`src/rtl/bytefifo_pkg.sv`:
```
// Shared types and constants for the ByteInputFifo write-side logic.
package bytefifo_pkg;

    typedef enum logic [1:0] {ARB_IDLE, ARB_BUSY, ARB_FLUSH} arb_state_t;

    localparam int BYTES_PER_WORD = 4;
    localparam int REM_BITS       = $clog2(BYTES_PER_WORD);

    // A legal bytes_valid field names 1..BYTES_PER_WORD bytes of a word.
    function automatic logic bytesLegal(input logic [2:0] bytes);
        return (bytes != 3'd0) && (bytes <= 3'(BYTES_PER_WORD));
    endfunction

endpackage

```
`src/rtl/byte_fifo_write_arbiter_rr.sv`:
```
// Round-robin priority select: first requester at or after the pointer wins, wrapping.
module rr_priority_select #(
    parameter int NUM_PORTS = 4,
    parameter int IW        = $clog2(NUM_PORTS)
) (
    input  logic [NUM_PORTS-1:0] req_i,
    input  logic [IW-1:0]        ptr_i,
    output logic [NUM_PORTS-1:0] onehot_o,
    output logic [IW-1:0]        idx_o,
    output logic                 valid_o
);

    logic [IW:0] cand;

    always_comb begin
        onehot_o = '0;
        idx_o    = '0;
        valid_o  = 1'b0;
        cand     = '0;
        for (int off = 0; off < NUM_PORTS; off++) begin
            cand = {1'b0, ptr_i} + (IW+1)'(off);
            if (cand >= (IW+1)'(NUM_PORTS)) begin
                cand = cand - (IW+1)'(NUM_PORTS);
            end
            if (!valid_o && req_i[cand[IW-1:0]]) begin
                valid_o                  = 1'b1;
                idx_o                    = cand[IW-1:0];
                onehot_o[cand[IW-1:0]]   = 1'b1;
            end
        end
    end

endmodule

```
`src/rtl/byte_fifo_write_arbiter.sv`:
```
// Shares one ByteInputFifo write port between frame sources, one whole frame per grant,
// and issues a trailing flush when a frame ends on a partial word.
module byte_fifo_write_arbiter
    import bytefifo_pkg::*;
#(
    parameter int NUM_PORTS = 4,
    parameter int ADDR_BITS = 9,
    parameter int MIN_FREE  = 16,
    parameter int LOW_WATER = 3
) (
    input  logic                    clk,
    input  logic                    reset,
    input  logic [NUM_PORTS-1:0]    src_req,
    output logic [NUM_PORTS-1:0]    src_grant,
    output logic                    src_ready,
    input  logic [NUM_PORTS-1:0]    src_wr,
    input  logic [NUM_PORTS*32-1:0] src_din,
    input  logic [NUM_PORTS*3-1:0]  src_bytes,
    input  logic [NUM_PORTS-1:0]    src_last,
    output logic                    fifo_wr,
    output logic [31:0]             fifo_din,
    output logic [2:0]              fifo_bytes,
    output logic                    fifo_flush,
    input  logic [ADDR_BITS:0]      fifo_wsize,
    output logic                    proto_err
);

    localparam int IW = $clog2(NUM_PORTS);

    arb_state_t             state_q, state_d;
    logic [NUM_PORTS-1:0]   grant_q, grant_d;
    logic [IW-1:0]          gidx_q, gidx_d;
    logic [IW-1:0]          ptr_q, ptr_d;
    logic [REM_BITS-1:0]    rem_q, rem_d;
    logic                   err_q, err_d;

    logic [31:0]            dinArr   [NUM_PORTS];
    logic [2:0]             bytesArr [NUM_PORTS];
    logic [NUM_PORTS-1:0]   pickOneHot;
    logic [IW-1:0]          pickIdx;
    logic                   pickValid;
    logic                   roomForFrame, aboveLow;
    logic                   selWr, selLast, accept;
    logic [31:0]            selDin;
    logic [2:0]             selBytes;
    logic [REM_BITS-1:0]    remNext;
    logic                   strayWr, blockedWr, badBytes;

    for (genvar i = 0; i < NUM_PORTS; i++) begin : g_unpack
        assign dinArr[i]   = src_din[32*i +: 32];
        assign bytesArr[i] = src_bytes[3*i +: 3];
    end

    rr_priority_select #(
        .NUM_PORTS (NUM_PORTS),
        .IW        (IW)
    ) u_rr (
        .req_i    (src_req),
        .ptr_i    (ptr_q),
        .onehot_o (pickOneHot),
        .idx_o    (pickIdx),
        .valid_o  (pickValid)
    );

    assign roomForFrame = fifo_wsize >= (ADDR_BITS+1)'(MIN_FREE);
    assign aboveLow     = fifo_wsize >= (ADDR_BITS+1)'(LOW_WATER);

    assign selWr    = src_wr[gidx_q];
    assign selLast  = src_last[gidx_q];
    assign selDin   = dinArr[gidx_q];
    assign selBytes = bytesArr[gidx_q];

    assign src_ready = (state_q == ARB_BUSY) && aboveLow;
    assign accept    = src_ready && selWr;
    assign remNext   = rem_q + selBytes[REM_BITS-1:0];

    assign src_grant  = grant_q;
    assign fifo_wr    = accept;
    assign fifo_din   = accept ? selDin : '0;
    assign fifo_bytes = accept ? selBytes : '0;
    assign fifo_flush = (state_q == ARB_FLUSH);
    assign proto_err  = err_q;

    // Outside BUSY grant_q is zero, so every write counts as stray there.
    assign strayWr   = |(src_wr & ~grant_q);
    assign blockedWr = (state_q == ARB_BUSY) && selWr && !aboveLow;
    assign badBytes  = accept && !bytesLegal(selBytes);

    always_comb begin
        state_d = state_q;
        grant_d = grant_q;
        gidx_d  = gidx_q;
        ptr_d   = ptr_q;
        rem_d   = rem_q;
        err_d   = err_q | strayWr | blockedWr | badBytes;
        case (state_q)
            ARB_IDLE: begin
                if (pickValid && roomForFrame) begin
                    grant_d = pickOneHot;
                    gidx_d  = pickIdx;
                    ptr_d   = (pickIdx == IW'(NUM_PORTS-1)) ? '0 : pickIdx + IW'(1);
                    state_d = ARB_BUSY;
                end
            end
            ARB_BUSY: begin
                if (accept) begin
                    rem_d = remNext;
                    if (selLast) begin
                        grant_d = '0;
                        state_d = (remNext != '0) ? ARB_FLUSH : ARB_IDLE;
                    end
                end
            end
            ARB_FLUSH: begin
                rem_d   = '0;
                state_d = ARB_IDLE;
            end
            default: state_d = ARB_IDLE;
        endcase
    end

    always_ff @(posedge clk) begin
        if (reset) begin
            state_q <= ARB_IDLE;
            grant_q <= '0;
            gidx_q  <= '0;
            ptr_q   <= '0;
            rem_q   <= '0;
            err_q   <= 1'b0;
        end else begin
            state_q <= state_d;
            grant_q <= grant_d;
            gidx_q  <= gidx_d;
            ptr_q   <= ptr_d;
            rem_q   <= rem_d;
            err_q   <= err_d;
        end
    end

endmodule
```
`config.mk`:
```
export PLATFORM = sky130hd
export DESIGN_NAME = byte_fifo_write_arbiter
export DESIGN_NICKNAME = d
export VERILOG_FILES = /design/src/rtl/bytefifo_pkg.sv /design/src/rtl/byte_fifo_write_arbiter_rr.sv /design/src/rtl/byte_fifo_write_arbiter.sv
export SDC_FILE = /design/constraint.sdc
export NUM_CORES = 1
export LEC_CHECK = 0
export ABC_CLOCK_PERIOD_IN_PS = 2900
export CAP_MARGIN = 20
export CORE_ASPECT_RATIO = 0.6
export CORE_MARGIN = 3
export CORE_UTILIZATION = 32
export DETAILED_ROUTE_END_ITERATION = 7
export PLACE_DENSITY_LB_ADDON = 0.08
export SYNTH_ARGS = -nofsm -noshare
export SYNTH_HDL_FRONTEND = slang
export SYNTH_SLANG_ARGS = --single-unit
export TNS_END_PERCENT = 1
```
`constraint.sdc`:
```
create_clock -name clk -period 2.9 [get_ports clk]
set_clock_uncertainty 0.2 [all_clocks]
set_input_delay 0.435 -clock clk [delete_from_list [all_inputs] [get_ports clk]]
set_output_delay 0.435 -clock clk [all_outputs]
set_load 0.01 [all_outputs]
```
* Word-level counts from Yosys, hierarchy flattened
Index checks and enable logic that the tools add are counted.
** Cells by class
- Add/subtract/negate cells :: 9
- $lt $le $gt $ge :: 17
- Eq/ne operators :: 6
- Multiplexer cells :: 56
- Bitwise operators :: 9
- Reduce and logical (&&, ||, !) cells :: 29
** Operator list (number)
- $mux 32 :: 3
- $bmux 32 s2 :: 1
- $mux 2 :: 14
- $mux 4 :: 7
- $lt 2x3->1 const B :: 5
- $logic_and 1x1->1 :: 14
- $mux 1 :: 14
- $bmux 1 s2 :: 6
- $ge 3x3->1 const B :: 4
- $or 4x4->4 :: 3
- $ge 10x2->1 const B :: 1
- $ge 10x5->1 const B :: 1
- $mux 3 :: 3
- $demux 1 s2 :: 4
- $ge 2x1->1 const B :: 4
- $pmux 2 s2 :: 2
- $pmux 4 s2 :: 1
- $sub 2x1->2 const B :: 4
- $add 2x2->3 const B :: 2
- $bmux 3 s2 :: 1
- $ne 2x2->1 const B :: 3
- $reduce_bool 2->1 :: 3
- $logic_not 1->1 :: 5
- $and 4x4->4 :: 1
- 16 further kinds :: 20
** Word-level totals
- Register bits :: 13
- Bits of input ports :: 164
- Output and inout bits :: 43

* Depth between registers and ports, before layout
- Depth in word-level cells :: 17
- Gate-level depth with buffers :: 9
- Gate-level depth less buffers :: 7

* By module
From an unflattened synthesis, not the netlist that was laid out.
** Second synthesis, totals
- Cells, all modules :: 206
- Area, all modules :: 2208.4 um^2
** Modules (own cells, without submodules)
- byte_fifo_write_arbiter :: times used 1, cells an instance 161, area each 1786.7 um^2
- rr_priority_select :: times used 1, cells an instance 45, area each 421.7 um^2

* Least setup slack after synthesis
No wires, ideal clock.
- Kind :: register -> register
- From :: register (tool-made name)
- To :: register ptr_q[1]
- Data arrival time :: 2.234 ns
- Data required time :: 2.594 ns
- Path slack :: 0.360 ns
- Stages on the path, launching flop included :: 9
- Period minus slack after synthesis :: 2.540 ns
- Cell sequence :: dfxtp_1 -> buf_2 -> inv_1 -> ha_1 -> mux4_2 -> nor2b_4 -> o21ai_2 -> a211o_1 -> o311ai_0
** RTL lines
- end signal: assignment :: RTL line byte_fifo_write_arbiter.sv:134 : ptr_q <= ptr_d;
- end: declaration :: RTL line byte_fifo_write_arbiter.sv:33 : logic [IW-1:0] ptr_q, ptr_d;

* Final worst setup path
- From :: input fifo_wsize[7]
- To :: output fifo_din[11]
** On the way
- Cells in the longest elaborated chain, start to end :: 4
** RTL lines
- start: declaration :: RTL line byte_fifo_write_arbiter.sv:24 : input logic [ADDR_BITS:0] fifo_wsize,
- $ge 10x2->1 :: RTL line byte_fifo_write_arbiter.sv:66 : assign aboveLow = fifo_wsize >= (ADDR_BITS+1)'(LOW_WATER);
- $logic_and 1x1->1 :: RTL line byte_fifo_write_arbiter.sv:73 : assign src_ready = (state_q == ARB_BUSY) && aboveLow;
- $logic_and 1x1->1 :: RTL line byte_fifo_write_arbiter.sv:74 : assign accept = src_ready && selWr;
- $mux 32 :: RTL line byte_fifo_write_arbiter.sv:79 : assign fifo_din = accept ? selDin : '0;
- end: declaration :: RTL line byte_fifo_write_arbiter.sv:21 : output logic [31:0] fifo_din,
Every way passes these cells.

==> flow_summary.yaml <==
worst_setup_path:
  path_cells: "clkdlybuf4s50_1 > or4_4 > o311ai_4 > buf_6 > clkbuf_16 > nor2b_1 > buf_2"
  crit_path_start_kind: "input port"
  critPathMaxStageDelay_ps: 460
  critPathArrivalTime_ps: 2210
  crit_path_end_kind: "output port"
  cp_num_cells: 7
  crit_type: "in -> out"
  r2r_slack_ps: 320
  rr_endpoint: "src_grant[0]"
  ff2ff_path_depth: 8
  cp_num_buf_inv: 4
  cp_max_fo: 7
  slowest_stage: "or4_4"
  crit_family: "buffers and inverters"
  worstPathRequired_ps: 2270
synthesis:
  synthArstFlopShare_pct: 0
  yosysWarningCount: 0
  netlist.area_leader.share_pct: 36.0
  ys_types: 52
  ys_ff_latch: 13
  synth_area_leaders: "mux4_2 (36%), dfxtp_1 (11%), nor2b_1 (11%)"
  syn_nets: 388
  synthCells: 215
  synth_seq_area_share_pct: 11.2
  yosysMostFrequentCell: "nor2b_1"
  synth-edff-count: 0
  synth_commonest_cells: "nor2b_1 (40), mux4_2 (37), dfxtp_1 (13)"
  synth_ff_type: "dfxtp_1"
  avgSynthCellArea_um2: 10.8
  synth_area_um2: 2320
  synth_top_area_cell: "mux4_2"
clock_network:
  clock-root-buffer: "clkbuf_16"
  insertion_delay_ps: 240
  htreeDepth: 1
  cts_sinks: 13
  cts_tree: "done"
  clk_pin_slew_ps: 40
  cts_buffers: 3
  clk_path_buf_depth: 2
worst_hold_path:
  hold_path.class: "reg -> reg"
  hold-path-cell-count: 2
  hold_start: "rem_q[0]"
  holdPathEnd: "rem_q[0]"
route:
  viasPerCell: 5.28
  num_vias: 2699
  detail_route.iter0.violations: 209
  wl_per_cell_um: 20.4
  drt_wl_total_mm: 10.4
  drt_pass1_iterations: 5
  drcViolationCount: 0
  drtAntennaViolNets: 0
layout:
  drive_gt1_share_pct: 26.2
  final_nets: 598
  num_antenna_cells: 0
  fillers: 579
  areaGrowthSynthToFinish_pct: 94.4
  post-route-util_pct: 65.7
sta:
  setup_viol_count_final: 0
  hold_viol: 0
  rsz0062_at_grt: "no"
  period_share_pct: 97.9
  tightest_slew_ps: 565
  slew_headroom_pct: 62.2
  timing.hold.ws_ps: 344
  report.final.slew_viol_count: 0
  fin_crit_ps: 2840
  clock.fmax_mhz: 352
placement:
  io_buffers: 206
  hpwlAfterDp_mm: 8.53
  gp_congestion: 0.897
status:
  outcome: "finished, final reports clean"
global_route:
  antenna_found_initial: 0
  track_usage_pct: 23.4
  grt_max_degree: 38
  grt_pass1_wl_mm: 14.9
  grt_remaining_overflow: 0
  grt_pass1_vias: 2595
power_and_ir_drop:
  p_leak_nw: 1.75
  cellPowerDensity_nw_per_um2: 482
  power_w: 0.00217
  ir_worst_vdd_v: 0.000270
floorplan:
  start_util_pct: 33.8
  core_um2: 6850
  fp.dieH_um: 71.9
  die_area_um2: 8330
  rows: 23
  die_w_um: 116
  io_pins: 207
run:
  maxCapViolCount: 0
-- what timing repair did --
action | CTS | global route
gates resized for setup | 132 | 15
setup endpoints to repair | 36 | 16
pin swaps | 2 | 2
setup buffers | 2 | 0
hold buffers | 0 | 0
cloned | 1 | 2
-- power by group --
part	internal, W	switching (W)
combinational	0.000940	0.000712
sequential	0.000224	0.0000333
clock	0.000186	0.0000777
total	0.00135	0.000823
-- placed cells by master (no fill, tap or decap), drive strengths merged, types with 4 or more instances in the layout --
cell type      netlist  final
a22o                 4      4
mux4                39     39
inv                  7      7
clkdlybuf4s50        0    167
buf                 13     48
dfxtp               13     13
o21ai               10     10
mux2i               11     11
nor2b               41     41
clkbuf               6      8
nor2                 8      8
a311oi               5      5
a21oi               10     10
ha                   9      9
-- worst max path at each step --
stage	slack, ps	end	from
2_1_floorplan	360	ptr_q[1]	flip-flop
3_3_place_gp	-290	fifo_din[30]	fifo_wsize[9]
3_5_place_dp	-310	fifo_din[11]	fifo_wsize[9]
4_1_cts	-20	fifo_bytes[2]	fifo_wsize[7]
5_1_grt	20	fifo_din[11]	fifo_wsize[7]
6_report	60	fifo_din[11]	fifo_wsize[7]
-- layout make-up --
cell class              instances  area [um^2]  share of cell area [%]
multi-input cells             175         1900                    42.2
well taps                      87          109                    2.42
flip-flops and latches         13          262                    5.81
inverters                       7         26.3                   0.583
repair buffers                225         2130                    47.2
clock buffers                   4         78.8                    1.75
-- metal layers --
layer  track usage (%)  wire length, um  vias up
li1                  -                -     1269
met2              38.5             5000      134
met3              7.92             1070       10
met1              31.2             4240     1286
met5                 0                0        -
met4              2.45              101        0
-- registers in the layout, indices dropped and copies added, names as in the netlist, named ones only --
name       cells
proto_err      1
gidx_q         2
rem_q          2
src_grant      4
ptr_q          1
state_q        2
-- logic make-up (layout without fill, tap and decap cells) --
| family | count (synthesis) | count (layout) | synth area share (%) |
|---|---|---|---|
| xor gates and xnor gates | 3 | 3 | 1.13 |
| DFF | 13 | 13 | 11.2 |
| buffers and inverters | 27 | 236 | 6.64 |
| adders and majority gates | 9 | 9 | 4.86 |
| muxes | 50 | 50 | 43.0 |
| AOI/OAI and AO/OA | 43 | 43 | 14.2 |
| and+or+nand+nor | 70 | 70 | 18.9 |
-- worst reg2reg max path, cell delays in order (launching register included) --
cell,delay (ps)
dfxtp_1,300
inv_1,210
ha_1,330
buf_4,190
nor4_1,300
nand2_1,90
a21oi_1,400
o21ai_0,180
a311oi_1,270
-- per-stage QoR --
stage	instance area (um^2)	worst slack [ps]	instances	TNS, ps
3_5_place_dp	4500	-312	503	-9760
6_report	4500	59.8	511	0
3_3_place_gp	4500	-293	503	-9510
5_1_grt	4500	18.3	511	0
4_1_cts	4550	-16.2	510	-16.2
2_1_floorplan	2320	360	215	0
Note: power is estimated with default switching activity, not from simulation.
==> RTL change 1, RTL diff (same settings) <==
The package constant `BYTES_PER_WORD` goes from 4 to 8.
--- a/src/rtl/bytefifo_pkg.sv
+++ b/src/rtl/bytefifo_pkg.sv
@@ -4,5 +4,5 @@
     typedef enum logic [1:0] {ARB_IDLE, ARB_BUSY, ARB_FLUSH} arb_state_t;
 
-    localparam int BYTES_PER_WORD = 4;
+    localparam int BYTES_PER_WORD = 8;
     localparam int REM_BITS       = $clog2(BYTES_PER_WORD);
 
Function: changed (a bounded check fails within 4 cycles, from zero or initial values and one cycle with reset high).
==> RTL change 1 against the unedited design <==
- worst setup slack improved by 0.020 ns
- routed wire length up 8.5%
- synthesized cell count up 9.3%
- sequential cell count up 1
- sequential power up 4%
- via count is 11% higher
- synthesized area increased by 4.9%
- power down 3.0%
- final area increased by 6.2%
- critical path type unchanged
- critical endpoint is now fifo_din[7]
- largest power group unchanged
==> RTL change 1: results (changes against the unedited design) <==
The power in combinational cells is 1.58 mW (was 1.65 mW). The predominant post-synthesis flop cell was sky130_fd_sc_hd__dfxtp_1 (unchanged). The placement-stage worst setup slack is -0.291 ns (was -0.312 ns). The placer's final routability congestion estimate came to 0.853 (was 0.897). The multi-input combinational cell count came out at 183 (was 175).

The synthesized netlist net count is 408 (was 388). The relative area of clock buffers and inverters in the final design came out at 1.57% (was 1.75%). The via count of the first global-routing pass is 3033 (was 2595).

The power in sequential cells is 0.268 mW (was 0.257 mW). The pin count of the biggest net entering global routing came out at 23 (was 38). The number of ordinary and repair buffers in the finished layout came to 242 (was 225).

The number of DRC violations after detailed-routing iteration 0 was 250 (was 209). The post-detailed-placement cell area came out at 0.00475 sq mm (was 0.00450 sq mm). The clock transition time at the flip-flop clock pins of the worst setup and hold paths came out at about 0.050 ns. The peak fanout along the critical path came out at 5 (was 7). The slack of the critical path is 0.0803 ns (was 0.0598 ns).

The fraction of standard cell area in multi-input logic came out at 41.3% (was 42.2%). Top post-synthesis cells by count: sky130_fd_sc_hd__mux4_2, sky130_fd_sc_hd__nor2b_1, sky130_fd_sc_hd__inv_1 (was sky130_fd_sc_hd__nor2b_1, sky130_fd_sc_hd__mux4_2, sky130_fd_sc_hd__dfxtp_1). The total via count in the routed design is 2989 (was 2699). The cell area after synthesis is 0.00243 sq mm (was 0.00232 sq mm).

The transition at the pin with the smallest max-transition slack came out at 0.508 ns (was 0.565 ns). The register area share after synthesis came out at 11.5% (was 11.2%). The sequential cell count came to 14 (was 13). The number of fill cells is 573 (was 579). The switching share of power is 37.1% (was 37.9%). Dominant cells by area after synthesis: sky130_fd_sc_hd__mux4_2, sky130_fd_sc_hd__dfxtp_1, sky130_fd_sc_hd__nor2b_1 (unchanged). The async set-reset flop share out of synthesis came out at 0% (unchanged).

The placed cell count came out at 551 (was 503). The reg-to-reg setup timing slack is 0.24 ns (was 0.32 ns). The aggregate routed wire length is 11.3 mm (was 10.4 mm). The sequential cell area in the final layout was 283 sq um (was 262 sq um). The number of clock buffer instances in the layout was 3 (was 4). The wire length of the first global-routing pass is 16.4 mm (was 14.9 mm).

The number of ordinary inverters in the final layout is 18 (was 7). The share of final-layout standard cells stronger than drive strength 1 came to 28.3% (was 26.2%). The non-clock buffer area fraction after layout is 47.2% (about the same).

Run status: finished clean (unchanged). The total half-perimeter wirelength after legalization and detailed placement is 8.92 mm (was 8.53 mm). The number of distinct library cells after synthesis is 56 (was 52).

The average wire length per cell after detail routing came out at 20.2 um (was 20.4 um). The number of nets in the layout came out at 635 (was 598). The root buffer selected by CTS is sky130_fd_sc_hd__clkbuf_16 (unchanged). The fraction of standard cell area that is sequential is 5.91% (was 5.81%). The peak supply drop was 0.269 mV (was 0.270 mV).

The global-route usage over all layers is 23.7% (was 23.4%).
## RTL change 1: changes by cell type after synthesis, sizes merged, moves of 5 or more
cell	change
a21oi	-6
a311oi	-5
inv	+11
mux2i	-6
nand3	+6
## RTL change 1: worst min-delay path: cells and delay by family, from the launching register on
kind            cells  cell delay (ns)
compound gates      1             0.06
simple gates        1             0.06
flops               1             0.31
## RTL change 1: routing by layer
metal	GRT usage [%]	vias up	share of wire, %
met3	6.00	8	8.2
met2	43.0	144	51
met1	30.1	1471	40
met4	2.44	0	0.63
met5	0	-	0
li1	-	1366	-
## RTL change 1: what timing repair did
item / CTS / global route
setup endpoints to repair: 37 / 36
pin swaps: 2 / 2
cloned: 1 / 3
setup buffers: 2 / 0
gates resized for setup: 91 / 39
hold endpoints to repair: 0 / 0
## RTL change 1: final timing paths
path / startpoint / endpoint / cells after the start
worst max-delay path: fifo_wsize[9] / fifo_din[7] / 7
worst min-delay path: rem_q[0]$_SDFFE_PP0P_ / rem_q[0]$_SDFFE_PP0P_ / 2
worst max register to register: gidx_q[0]$_SDFFE_PP0P_ / state_q[1]$_SDFFE_PP0P_ / 9
worst min register to register: rem_q[0]$_SDFFE_PP0P_ / rem_q[0]$_SDFFE_PP0P_ / 2
## RTL change 1: logic make-up after synthesis
| kind of cell | after synthesis | share of synthesized area, % |
|---|---|---|
| simple gates | 80 | 20.3 |
| compound gates | 44 | 14.8 |
| flops | 14 | 11.5 |
| buf+inv | 38 | 7.47 |
| fa+ha+maj | 9 | 4.95 |
| xor+xnor | 2 | 0.721 |
| mux | 48 | 40.2 |
## RTL change 1: per-stage QoR
step / hold WS (ns) / power [mW]
after floorplan: 0.252 / 1.20
after global routing: 0.312 / 2.24
final: 0.284 / 2.11
after detailed placement: 0.275 / 1.83
after CTS: 0.281 / 2.10
after global placement: 0.263 / 1.80
==> RTL change 2, RTL diff (config.mk and constraints unchanged) <==
Without the edit above. Make the reset (`reset`) asynchronous in one clocked block.
--- a/src/rtl/byte_fifo_write_arbiter.sv
+++ b/src/rtl/byte_fifo_write_arbiter.sv
@@ -120,5 +120,5 @@
     end
 
-    always_ff @(posedge clk) begin
+    always_ff @(posedge clk or posedge reset) begin
         if (reset) begin
             state_q <= ARB_IDLE;
Formal check against the unedited RTL: differs if reset is asserted again (counterexample within 4 cycles, from zero or initial values and one cycle with reset high); with reset held inactive, the same outputs for 10 cycles.
==> RTL change 2 against the unedited design <==
- power increased by 68%
- final area is 1.4% lower
- worst setup slack worse by 0.055 ns
- non-clock buffer count shrank 1
- routed wire length down 10%
- sequential cell count did not move
- combinational power increased by 84%
- highest routed layer unchanged
- largest cell class unchanged
- synthesized area shrank 3.8%
- largest power group unchanged
- sequential share of layout area increased by 1.5 points
==> RTL change 2: results (changes against the unedited design) <==
Run status: finished clean (unchanged). Dominant cells by area after synthesis: sky130_fd_sc_hd__mux4_2, sky130_fd_sc_hd__dfrtp_1, sky130_fd_sc_hd__nor2b_1 (was sky130_fd_sc_hd__mux4_2, sky130_fd_sc_hd__dfxtp_1, sky130_fd_sc_hd__nor2b_1). The buffer levels on the longest clock path came out at 2 (unchanged).

The number of port buffers is 206 (unchanged). The number of warnings reported in the yosys synthesis log came to 0 (unchanged). The wire length of the first global-routing pass is 14.5 mm (was 14.9 mm). The pin count of the biggest net entering global routing was 38 (unchanged). The transition at the pin with the smallest max-transition slack came to 0.505 ns (was 0.565 ns). The number of distinct library cells after synthesis is 43 (was 52). The H-tree depth came to 1 (unchanged).

The class of the tightest hold or removal check is reg -> reg (unchanged). The later pin in the worst-skew pair is clocked with a latency of 0.25 ns. The number of enable-type register cells in the synthesized netlist was 0 (unchanged). The total via count in the routed design came out at 2561 (was 2699). The async set-reset flop share out of synthesis was 100% (was 0%). The placer's final routability congestion estimate came out at 0.818 (was 0.897).

The number of fill cells came out at 500 (was 579). The total half-perimeter wirelength after legalization and detailed placement is 7.90 mm (was 8.53 mm). The clock transition time at the flip-flop clock pins of the worst setup and hold paths came out at 0.05 ns.

The final antenna diode count is 0 (unchanged). The cell family contributing the most delay on the critical path is buffers and inverters (unchanged). The via count of the first global-routing pass is 2783 (was 2595). The predominant post-synthesis flop cell was sky130_fd_sc_hd__dfrtp_1 (was sky130_fd_sc_hd__dfxtp_1). The average wire length per cell after detail routing is 19.0 um (was 20.4 um). The number of nets in the layout is 584 (was 598). The flip-flop count of the largest register after layout came out at 4 (unchanged). The worst stage delay on the critical path came to 0.56 ns (was 0.46 ns).

The number of DRC violations after detailed-routing iteration 0 is 94 (was 209). The peak supply drop is 0.555 mV (was 0.270 mV). The root buffer selected by CTS is sky130_fd_sc_hd__clkbuf_16 (unchanged).

The critical path's slowest cell is sky130_fd_sc_hd__or4_4 (unchanged). The total CTS buffers is 3 (unchanged). The global-route usage over all layers came out at 22.9% (was 23.4%). The peak fanout along the critical path came out at 19 (was 7). The data arrival time at the worst-slack endpoint is 2.26 ns (was 2.21 ns). The leakage component of the power came out at 1.76 nW (was 1.75 nW). The register area share after synthesis was 14.6% (was 11.2%). The share of final-layout standard cells stronger than drive strength 1 is 26.1% (was 26.2%). The synthesized netlist net count is 370 (was 388). The iteration count of the initial detailed-routing pass is 4 (was 5). The number of antenna violations at the first check in global routing is 0 (unchanged). Top post-synthesis cells by count: sky130_fd_sc_hd__nor2b_1, sky130_fd_sc_hd__mux4_2, sky130_fd_sc_hd__dfrtp_1 (was sky130_fd_sc_hd__nor2b_1, sky130_fd_sc_hd__mux4_2, sky130_fd_sc_hd__dfxtp_1).
RTL change 2: changes by cell type after synthesis, sizes merged, moves of 3 or more:
cell,unedited run,this run
dfrtp,0,13
a311oi,5,0
inv,7,10
a221oi,1,4
nand2,2,6
a21oi,10,6
mux2i,11,1
dfxtp,13,0
o21ai,10,3
buf,13,10
RTL change 2: path summary, 6_finish.rpt:
kind	endpoint	slack [ns]	start	cells past startpoint
worst max register to register	src_grant[2]$_DFFE_PP0P_	0.21	register	9
worst min-delay path	proto_err$_DFF_PP0_	0.28	proto_err$_DFF_PP0_	2
min in group asynchronous	state_q[1]$_DFFE_PP0P_	0.32	reset	2
max in group asynchronous	gidx_q[0]$_DFFE_PP0P_	1.81	reset	2
worst max-delay path	fifo_din[29]	0.005	fifo_wsize[7]	7
worst min register to register	proto_err$_DFF_PP0_	0.28	proto_err$_DFF_PP0_	2
RTL change 2: timing repair:
item / CTS / global route
gates cloned: 1 / 0
gates resized for setup: 83 / 35
setup buffers: 2 / 0
hold buffers: 0 / 0
setup endpoints to repair: 37 / 36
pin swaps: 1 / 1
RTL change 2: cell families (layout without fill, tap and decap cells):
| group | after synthesis | after routing | synth area share [%] |
|---|---|---|---|
| simple gates | 71 | 71 | 19.9 |
| mux | 42 | 42 | 42.2 |
| fa+ha+maj | 9 | 9 | 5.05 |
| compound gates | 33 | 33 | 11.1 |
| flops | 13 | 13 | 14.6 |
| xor+xnor | 4 | 4 | 1.57 |
| buf+inv | 25 | 238 | 5.50 |
RTL change 2: metal layers:
metal / routed length [um] / global-route usage [%] / part of all wire (%) / vias to the layer above
li1: - / - / - / 1200
met1: 3750 / 28.1 / 40 / 1234
met2: 4700 / 41.1 / 50 / 115
met3: 793 / 6.50 / 8.5 / 12
met4: 118 / 3.33 / 1.3 / 0
met5: 0 / 0 / 0 / -
RTL change 2: power by group:
group | leakage [nW] | switching [mW] | internal (mW)
sequential | 0.156 | 0.0724 | 0.267
combinational | 1.56 | 1.39 | 1.65
clock | 0.0409 | 0.0831 | 0.184
RTL change 2: per-stage QoR:
step	total power [mW]	hold WS [ns]	worst slack (ns)	instances	area (sq um)
finish	3.65	0.285	0.00477	494	4440
global route	3.96	0.319	-0.0700	494	4440
CTS	3.80	0.284	0.0000866	494	4610
detailed placement	3.53	0.273	-0.322	487	4480
global placement	3.48	0.275	-0.322	487	4480
floorplan	2.28	0.112	0.0885	197	2230
RTL change 2: cell type report:
cell class / instances / area, sq um / area share [%]
repair buffers: 224 / 2080 / 46.9
multi-input cells: 159 / 1810 / 40.7
flip-flops and latches: 13 / 327 / 7.35
well taps: 84 / 105 / 2.37
clock buffers: 3 / 75.1 / 1.69
inverters: 10 / 37.5 / 0.845
clock inverters: 1 / 5.00 / 0.113
